--- config.mk ---
export PLATFORM = sky130hd
export DESIGN_NAME = noc_packetizer
export DESIGN_NICKNAME = d
export VERILOG_FILES = /design/src/rtl/noc_packetizer.sv
export SDC_FILE = /design/constraint.sdc
export NUM_CORES = 2
export LEC_CHECK = 0
export ABC_CLOCK_PERIOD_IN_PS = 2600
export CAP_MARGIN = 20
export CELL_PAD_IN_SITES_DETAIL_PLACEMENT = 2
export CELL_PAD_IN_SITES_GLOBAL_PLACEMENT = 2
export CORE_AREA = 2 2 500 502
export CTS_CLUSTER_SIZE = 8
export DETAILED_ROUTE_END_ITERATION = 8
export DIE_AREA = 0 0 502 504
export GPL_TIMING_DRIVEN = 0
export PLACE_DENSITY = 0.7
export SLEW_MARGIN = 20
export SYNTH_ARGS = -nofsm -noshare
export SYNTH_HDL_FRONTEND = slang
export SYNTH_SLANG_ARGS = --single-unit
--- constraint.sdc ---
create_clock -name clk -period 2.6 [get_ports clk]
set_input_delay 0.52 -clock clk [delete_from_list [all_inputs] [get_ports clk]]
set_output_delay 0.52 -clock clk [all_outputs]
set_load 0.1 [all_outputs]
--- src/rtl/noc_packetizer.sv ---
// Network-interface injection stage: accepts a whole packet over valid/ready, serialises it
// into flits on a credit-based router link, and tracks downstream buffer credits.
module noc_packetizer #(
  parameter int unsigned DEST_WIDTH        = 4,
  parameter int unsigned FLIT_WIDTH        = 256,
  parameter int unsigned MAX_FLITS         = 4,
  parameter int unsigned FLIT_BUFFER_DEPTH = 2,
  localparam int unsigned LenWidth         = $clog2(MAX_FLITS + 1),
  localparam int unsigned CredWidth        = $clog2(FLIT_BUFFER_DEPTH + 1)
) (
  input  logic                            clk,
  input  logic                            rst,
  input  logic [MAX_FLITS*FLIT_WIDTH-1:0] pkt_data,
  input  logic [DEST_WIDTH-1:0]           pkt_dest,
  input  logic [LenWidth-1:0]             pkt_len,
  input  logic                            pkt_valid,
  output logic                            pkt_ready,
  output logic [FLIT_WIDTH-1:0]           data_out,
  output logic [DEST_WIDTH-1:0]           dest_out,
  output logic                            is_tail_out,
  output logic                            send_out,
  input  logic                            credit_in
);

  localparam logic [LenWidth-1:0]  MaxLen   = LenWidth'(MAX_FLITS);
  localparam logic [CredWidth-1:0] FullCred = CredWidth'(FLIT_BUFFER_DEPTH);

  typedef enum logic [0:0] {StIdle, StSend} state_e;

  state_e                          state_q, state_d;
  logic [MAX_FLITS*FLIT_WIDTH-1:0] data_q, data_d;
  logic [DEST_WIDTH-1:0]           dest_q, dest_d;
  logic [LenWidth-1:0]             len_q, len_d;
  logic [LenWidth-1:0]             idx_q, idx_d;
  logic [CredWidth-1:0]            cred_q, cred_d;
  logic [FLIT_WIDTH-1:0]           data_out_q, data_out_d;
  logic [DEST_WIDTH-1:0]           dest_out_q, dest_out_d;
  logic                            is_tail_out_q, is_tail_out_d;
  logic                            send_out_q, send_out_d;

  logic [LenWidth-1:0]   len_clamped;
  logic [FLIT_WIDTH-1:0] cur_flit;
  logic                  issue;
  logic                  is_last;
  logic                  accept;

  // Decode: clamp the offered length, pick the current flit, derive issue and ready.
  always_comb begin
    if (pkt_len == '0) begin
      len_clamped = LenWidth'(1);
    end else if (pkt_len > MaxLen) begin
      len_clamped = MaxLen;
    end else begin
      len_clamped = pkt_len;
    end

    cur_flit = '0;
    for (int unsigned k = 0; k < MAX_FLITS; k++) begin
      if (idx_q == LenWidth'(k)) begin
        cur_flit = data_q[k*FLIT_WIDTH +: FLIT_WIDTH];
      end
    end

    // A returning credit in the same cycle can fund the issue when the counter is empty.
    issue   = (state_q == StSend) && ((cred_q != '0) || credit_in);
    is_last = (idx_q == (len_q - LenWidth'(1)));
    // Ready also while the tail is issuing, so the next packet follows with no bubble.
    pkt_ready = !rst && ((state_q == StIdle) || (issue && is_last));
    accept    = pkt_valid && pkt_ready;
  end

  // Next-state: packet capture, flit issue, output registers and credit accounting.
  always_comb begin
    state_d       = state_q;
    data_d        = data_q;
    dest_d        = dest_q;
    len_d         = len_q;
    idx_d         = idx_q;
    data_out_d    = data_out_q;
    dest_out_d    = dest_out_q;
    is_tail_out_d = is_tail_out_q;
    send_out_d    = issue;

    if (issue) begin
      data_out_d    = cur_flit;
      dest_out_d    = dest_q;
      is_tail_out_d = is_last;
      idx_d         = idx_q + LenWidth'(1);
      if (is_last) begin
        state_d = StIdle;
      end
    end

    // A new packet captured on the tail-issue edge overrides the return to idle.
    if (accept) begin
      state_d = StSend;
      data_d  = pkt_data;
      dest_d  = pkt_dest;
      len_d   = len_clamped;
      idx_d   = '0;
    end

    unique case ({credit_in, issue})
      2'b10:   cred_d = (cred_q == FullCred) ? cred_q : cred_q + CredWidth'(1);
      2'b01:   cred_d = cred_q - CredWidth'(1);
      default: cred_d = cred_q;
    endcase
  end

  // State and output registers with synchronous reset; reset drops any in-flight packet.
  always_ff @(posedge clk) begin
    if (rst) begin
      state_q       <= StIdle;
      data_q        <= '0;
      dest_q        <= '0;
      len_q         <= '0;
      idx_q         <= '0;
      cred_q        <= FullCred;
      data_out_q    <= '0;
      dest_out_q    <= '0;
      is_tail_out_q <= 1'b0;
      send_out_q    <= 1'b0;
    end else begin
      state_q       <= state_d;
      data_q        <= data_d;
      dest_q        <= dest_d;
      len_q         <= len_d;
      idx_q         <= idx_d;
      cred_q        <= cred_d;
      data_out_q    <= data_out_d;
      dest_out_q    <= dest_out_d;
      is_tail_out_q <= is_tail_out_d;
      send_out_q    <= send_out_d;
    end
  end

  assign data_out    = data_out_q;
  assign dest_out    = dest_out_q;
  assign is_tail_out = is_tail_out_q;
  assign send_out    = send_out_q;

  // The router can never return more credits than it has buffer slots.
  a_credit_overflow: assert property (@(posedge clk) disable iff (rst)
    !(credit_in && (cred_q == FullCred)));

endmodule

== Word level (Yosys, flattened, before mapping) ==
Cells that the tools add are included.
Word-level totals
  ROM bits: 0
  memories kept: 0
  logic and storage cells: 51
  input port bits: 1035
  register bits after elaboration: 1299
  bits in writable memories: 0
  bits in latches: 0
Operators by class
  equality and inequality tests: 8
  multipliers: 0
  reduce and logical (&&, ||, !) cells: 16
  div/mod/pow operators: 0
  bitwise gates (word level): 1
  add/sub/neg operators: 4
  shift operators: 0
  multiplexer cells: 11
  $lt $le $gt $ge: 1
Operators by type and width (count)
  256-bit two-way mux: 4
  2-bit nonzero test: 4
  3-bit by 2-bit == test with 1-bit output (second input constant): 2
  3-bit logical NOT: 2
  3-bit two-way mux: 2
  2-bit == test (second input constant): 2
  1-bit logical AND: 4
  2-bit one-hot mux with 2 select lines: 1
  2-bit AND reduction: 2
  3-bit by 1-bit adder with 3-bit output (second input constant): 1
  3-bit by 1-bit == test with 1-bit output (second input constant): 1
  3-bit == test: 1
  3-bit greater-than comparator (second input constant): 1
  1-bit two-way mux: 3
  3-bit by 1-bit subtractor with 3-bit output (second input constant): 1
  2-bit by 1-bit adder with 2-bit output (second input constant): 1
  2-bit by 1-bit == test with 1-bit output (second input constant): 1
  1-bit logical OR: 2
  2-bit two-way mux: 1
  2-bit != test (second input constant): 1
  2-bit OR reduction: 1
  2-bit by 1-bit subtractor with 2-bit output (second input constant): 1
  1-bit logical NOT: 1
  1-bit inverter: 1

== Logic depth before layout (Yosys ltp) ==
  word-level depth: 9
  depth in mapped cells: 10
  mapped depth without buffers: 6

== Worst setup path before layout ==
Ideal clock, no wire load.
  path kind: register to output
  from: register len_q[0]
  to: output pkt_ready
  stages on the path, launching flop included: 9
  arrival: 2.961 ns
  required time: 2.080 ns
  setup slack: -0.881 ns
  path buffers: 3
  cell sequence: dfxtp_1 > inv_1 > ha_1 > xnor2_1 > o41a_1 > buf_2 > buf_6 > clkbuf_1 > nor2_1
Between the ends
  cells in the longest elaborated chain, start to end: 5
Ends and longest elaborated chain
  start: declaration: RTL line 33  | logic [LenWidth-1:0] len_q, len_d;
  start signal: assignment: RTL line 127  | len_q <= len_d;
  3-bit by 1-bit subtractor with 3-bit output: RTL line 66  | is_last = (idx_q == (len_q - LenWidth'(1)));
  3-bit == test: RTL line 66
  1-bit logical AND: RTL line 68  | pkt_ready = !rst && ((state_q == StIdle) || (issue && is_last));
  1-bit logical OR: RTL line 68
  1-bit logical AND: RTL line 68
  end: declaration: RTL line 17  | output logic pkt_ready,
Every way passes these cells.

== Final worst setup path ==
  from: register len_q[2]
  to: output pkt_ready
Same word-level chain as after synthesis.

==> impl_metrics.prom <==
# TYPE chip_impl_metric gauge
chip_impl_metric{name="multi_input_logic_area",unit="sq mm"} 0.02939
chip_impl_metric{name="register_to_register_setup_slack",unit="ns"} 0.06
chip_impl_metric{name="n_fill_cell",unit=""} 27490
chip_impl_metric{name="power_report.internal_total",unit="W"} 0.03840
chip_impl_metric{name="placement_rows",unit=""} 183
chip_impl_info{name="timing.critical_path.slowest_stage_cell",value="sky130_fd_sc_hd__dfxtp_1"} 1
chip_impl_metric{name="detailroute.via_count",unit=""} 62517
chip_impl_info{name="critical_path_cell_list",value="xor3_2 > o41a_1 > buf_6 > buf_12 > clkbuf_16 > nor2_4 > buf_12"} 1
chip_impl_metric{name="period_share",unit="%"} 126.3
chip_impl_metric{name="power.share.clock",unit="%"} 39.1
chip_impl_metric{name="p_comb_share",unit="%"} 22.1
chip_impl_info{name="netlist_top_cells_area",value="sky130_fd_sc_hd__dfxtp_1, sky130_fd_sc_hd__o211ai_2, sky130_fd_sc_hd__nand3_1"} 1
chip_impl_metric{name="grt_first_pass_wirelength",unit="mm"} 515.9
chip_impl_metric{name="antenna_violations_before_repair",unit=""} 173
chip_impl_metric{name="synth_top_cell_area_share",unit="%"} 44.57
chip_impl_metric{name="netlist_area",unit="sq mm"} 0.05835
chip_impl_info{name="status",value="finished, violations left"} 1
chip_impl_metric{name="globalRouteTotalUtil",unit="%"} 28.43
chip_impl_metric{name="grt.met2_usage",unit="%"} 45.28
chip_impl_metric{name="critical_path.max_stage_delay",unit="ns"} 0.43
chip_impl_metric{name="place_area",unit="sq mm"} 0.07629
chip_impl_metric{name="synth.net_count",unit=""} 7865
chip_impl_metric{name="detail_route.first_pass.iterations",unit=""} 5
chip_impl_info{name="cp-endpoint",value="pkt_ready"} 1
chip_impl_info{name="worst_r2r_endpoint",value="data_q[501]"} 1
chip_impl_metric{name="final_design_area_no_fill",unit="sq mm"} 0.08430
chip_impl_metric{name="power-per-cell-area",unit="mW/mm^2"} 687.3
chip_impl_metric{name="route.detailed.vias_per_inst",unit=""} 5.288
chip_impl_metric{name="register_share_of_total_power",unit="%"} 38.8
chip_impl_metric{name="ys_seq_elements",unit=""} 1299
chip_impl_metric{name="fp.dieH",unit="um"} 504
chip_impl_metric{name="fin_cells",unit=""} 11823
chip_impl_metric{name="io-pin-count",unit=""} 1298
chip_impl_metric{name="number_of_distinct_library_cell_variants_in_the_gate_level_netlist_after_synthesis",unit=""} 33
chip_impl_metric{name="power.switching",unit="W"} 0.01954
chip_impl_metric{name="worst-path-buf-inv",unit=""} 4
chip_impl_metric{name="fmax",unit="MHz"} 304.6
chip_impl_metric{name="maximum_number_of_pins_on_one_net_before_global_route_repair",unit=""} 17
chip_impl_metric{name="synth_enable_flop_cells",unit=""} 0
chip_impl_metric{name="timing.critical_path.required",unit="ns"} 2.08
chip_impl_info{name="yosysTopAreaCell",value="sky130_fd_sc_hd__dfxtp_1"} 1
chip_impl_metric{name="cts.reportedPaths.clkPinSlew",unit="ns"} 0.05
chip_impl_info{name="rr_startpoint",value="len_q[2]"} 1
chip_impl_metric{name="synth-warning-count",unit=""} 0
chip_impl_metric{name="path_max_fanout",unit=""} 2
chip_impl_metric{name="cts_num_sinks",unit=""} 1299
chip_impl_metric{name="critical_path_depth",unit=""} 7
chip_impl_metric{name="first_global_vias",unit=""} 66190
chip_impl_info{name="critPathLaunch",value="len_q[2]"} 1
chip_impl_metric{name="drv.max_cap_violation_count",unit=""} 0
chip_impl_metric{name="area_delta_synth_final",unit="%"} 44.49
chip_impl_metric{name="place_hpwl",unit="mm"} 296.6
chip_impl_metric{name="finalWirelength",unit="mm"} 375.7
chip_impl_metric{name="nNetsFinal",unit=""} 9403
chip_impl_metric{name="setup_skew_after_layout",unit="ns"} 0.04876
chip_impl_info{name="grt_setup_unrepaired",value="yes"} 1
chip_impl_info{name="tritoncts",value="built"} 1
chip_impl_info{name="end_kind",value="output pin"} 1
chip_impl_metric{name="final.setup.worst_slack",unit="ns"} -0.6830
chip_impl_metric{name="power.ir.vdd_worst",unit="mV"} 0.7036
chip_impl_metric{name="synth_sequential_area_ratio",unit="%"} 44.57
chip_impl_metric{name="grt_use_met3",unit="%"} 5.316
chip_impl_metric{name="final-seq-area",unit="sq mm"} 0.02601
chip_impl_metric{name="die_area",unit="sq mm"} 0.2530
chip_impl_metric{name="synth-async-reset-ratio",unit="%"} 0
chip_impl_metric{name="placed_cells",unit=""} 11487
chip_impl_metric{name="final.min_clock_period",unit="ns"} 3.283
chip_impl_metric{name="post_synth.cell_area_avg",unit="sq um"} 8.550
chip_impl_metric{name="p_leak",unit="nW"} 34.54
chip_impl_info{name="path_common_cell",value="sky130_fd_sc_hd__buf_12"} 1
chip_impl_metric{name="remaining_drc_errors",unit=""} 0
chip_impl_info{name="violated_checks",value="negative setup slack"} 1
chip_impl_metric{name="initial_drt_markers",unit=""} 4259
chip_impl_metric{name="grt-ovfl-total",unit=""} 0
chip_impl_metric{name="final_layout_size_suffix_gt1_share",unit="%"} 18.65
chip_impl_metric{name="worst-r2r-cell-count",unit=""} 11
chip_impl_metric{name="worst-slew-pin-transition",unit="ns"} 0.9719
chip_impl_info{name="start_kind",value="flip-flop"} 1
chip_impl_metric{name="postSynthCellCount",unit=""} 6824
chip_impl_metric{name="fp.dieW",unit="um"} 502
chip_impl_metric{name="total_power",unit="W"} 0.05794
chip_impl_metric{name="hold_viol",unit=""} 0
chip_impl_metric{name="finalSetupViolCount",unit=""} 1
chip_impl_metric{name="grt.met1_usage",unit="%"} 36.30
chip_impl_metric{name="slew_headroom",unit="%"} 35.46
chip_impl_metric{name="sw_frac_of_total",unit="%"} 33.72
chip_impl_metric{name="clkLatencyLatePin",unit="ns"} 0.86
chip_impl_metric{name="start_util",unit="%"} 23.57
chip_impl_metric{name="worst_hold_path.num_cells",unit=""} 3
chip_impl_info{name="timing.hold.worst.class",value="in2reg"} 1
chip_impl_metric{name="detail_route.wl_per_cell",unit="um"} 31.77
chip_impl_info{name="timing.critical_path.max_delay_family",value="buffers and inverters"} 1
chip_impl_metric{name="gp_congestion",unit=""} 0.9292
chip_impl_metric{name="design.core.area",unit="sq mm"} 0.2475
chip_impl_metric{name="cts_buffer_count",unit=""} 183
chip_impl_info{name="synth_ff_type",value="sky130_fd_sc_hd__dfxtp_1"} 1
chip_impl_metric{name="numPortBuffers",unit=""} 1296
chip_impl_metric{name="number_of_routed_nets_with_antenna_violations",unit=""} 0
chip_impl_metric{name="final-max-slew-violation-count",unit=""} 0
chip_impl_metric{name="cts-root-to-sink-buffers",unit=""} 3
chip_impl_metric{name="crit_arrival",unit="ns"} 2.76
chip_impl_info{name="globalRoute.busiestLayer",value="met2"} 1
chip_impl_info{name="cts_root_buf",value="sky130_fd_sc_hd__clkbuf_16"} 1
chip_impl_info{name="critical_path_class",value="reg2out"} 1
chip_impl_metric{name="htree_num_levels",unit=""} 4
[state kept, by name (all words and copies together) (netlist names)]
| name | count |
|---|---|
| data_q | 1024 |
| data_out | 256 |
| dest_out | 4 |
| dest_q | 4 |
| idx_q | 3 |
| len_q | 3 |
| cred_q | 2 |
| is_tail_out | 1 |
| send_out | 1 |
| state_q | 1 |
[routing by layer]
metal	share of wire (%)	up-vias	routed length, um
met5	0.13	-	490
met4	5.5	72	20490
met3	5.7	646	21500
met2	45	2134	170900
met1	43	31589	162300
li1	-	28076	-
[Yosys cell counts, types with 3 or more instances]
library cell               instances
sky130_fd_sc_hd__dfxtp_1        1299
sky130_fd_sc_hd__nand2_1        1043
sky130_fd_sc_hd__nand3_1        1029
sky130_fd_sc_hd__clkbuf_1        552
sky130_fd_sc_hd__o211ai_1        540
sky130_fd_sc_hd__nor2_1          520
sky130_fd_sc_hd__o211ai_2        490
sky130_fd_sc_hd__a21oi_1         264
sky130_fd_sc_hd__nor3_1          257
sky130_fd_sc_hd__a221oi_1        256
sky130_fd_sc_hd__o31a_1          256
sky130_fd_sc_hd__buf_2           160
sky130_fd_sc_hd__buf_1            64
sky130_fd_sc_hd__buf_6            55
sky130_fd_sc_hd__ha_1              6
sky130_fd_sc_hd__inv_1             5
sky130_fd_sc_hd__nor2b_1           5
sky130_fd_sc_hd__xnor2_1           3
[how the worst min path moves through the flow]
stage / slack (ns) / to / startpoint
after CTS: 0.12 / data_q[461] / pkt_data[461]
after global routing: 0.18 / data_q[969] / pkt_data[969]
final: 0.21 / data_q[461] / pkt_data[461]
after detailed placement: 0.46 / dest_out[2] / dest_out[2]
after floorplan: 0.43 / dest_out[0] / dest_q[0]
after global placement: 0.45 / dest_out[0] / dest_out[0]
[tightest hold or removal path, delay by kind of cell]
family                 cells  cell delay (ns)
buffers and inverters      1             0.40
and+or+nand+nor            2             0.10
[kinds of logic after synthesis]
family                   synth area share (%)
AND/OR/NAND/NOR                         21.20
AO/OA/AOI/OAI                           27.56
XOR/XNOR                              0.08578
adder cells (fa/ha/maj)                0.1287
buffers and inverters                   6.455
flip-flops                              44.57
[power by group through the flow]
stage | Sequential [W] | Combinational, W | Clock [W]
after floorplan | 0.0248 | 0.00435 | 0
after global placement | 0.0227 | 0.0118 | 0
after detailed placement | 0.0228 | 0.0121 | 0
after CTS | 0.0224 | 0.0126 | 0.0231
after global routing | 0.0226 | 0.0135 | 0.0239
final | 0.0225 | 0.0128 | 0.0227
[through the flow]
step                       TNS (ns)  hold WS (ns)  util (%)  setup slack (ns)
final                       -0.6830        0.2098     34.06           -0.6830
after floorplan           -0.009112        0.4322         -         -0.009112
after CTS                    -37.24        0.1228     33.63           -0.9383
after global placement     -2193.47        0.4514     30.51            -2.434
after detailed placement   -1379.03        0.4551     30.82            -1.786
after global routing         -2.800        0.1819     34.03           -0.8135
[cell type report]
cell class / instances / share of cell area [%]
Timing Repair Buffer: 1360 / 17.07
Clock buffer: 200 / 5.568
Clock inverter: 16 / 0.3888
Buffer: 825 / 5.986
Inverter: 7 / 0.03117
Antenna cell: 100 / 0.2968
Tap cell: 3330 / 4.942
Sequential cell: 1299 / 30.86
Multi-Input combinational cell: 4686 / 34.86
[what timing repair did]
| item | 4_1_cts | 5_1_grt |
|---|---|---|
| pin swaps | 8 | 3 |
| hold buffers | 0 | 0 |
| setup buffers | 15 | 5 |
| gates cloned | 0 | 8 |
| resized for setup | 1141 | 291 |
| endpoints found under the setup margin | 1530 | 1257 |
[placed cells by master, fill, tap and decap left out, types with 7 or more instances in the layout]
cell,netlist,layout
sky130_fd_sc_hd__a21oi_1,264,257
sky130_fd_sc_hd__a21oi_2,0,7
sky130_fd_sc_hd__a221oi_1,256,168
sky130_fd_sc_hd__a221oi_2,0,80
sky130_fd_sc_hd__a221oi_4,0,8
sky130_fd_sc_hd__buf_1,64,50
sky130_fd_sc_hd__buf_12,0,36
sky130_fd_sc_hd__buf_16,0,20
sky130_fd_sc_hd__buf_2,160,83
sky130_fd_sc_hd__buf_4,1,80
sky130_fd_sc_hd__buf_6,55,104
sky130_fd_sc_hd__buf_8,0,10
sky130_fd_sc_hd__clkbuf_1,552,360
sky130_fd_sc_hd__clkbuf_16,0,198
sky130_fd_sc_hd__clkbuf_2,0,129
sky130_fd_sc_hd__clkbuf_4,0,38
sky130_fd_sc_hd__clkbuf_8,0,8
sky130_fd_sc_hd__clkdlybuf4s15_2,0,230
sky130_fd_sc_hd__clkdlybuf4s50_1,0,1033
sky130_fd_sc_hd__dfxtp_1,1299,1295
sky130_fd_sc_hd__diode_2,0,100
sky130_fd_sc_hd__nand2_1,1043,1042
sky130_fd_sc_hd__nand3_1,1029,1024
sky130_fd_sc_hd__nor2_1,520,519
sky130_fd_sc_hd__nor3_1,257,253
sky130_fd_sc_hd__o211ai_1,540,540
sky130_fd_sc_hd__o211ai_2,490,490
sky130_fd_sc_hd__o31a_1,256,256
Note: power is estimated with default switching activity, not from simulation.
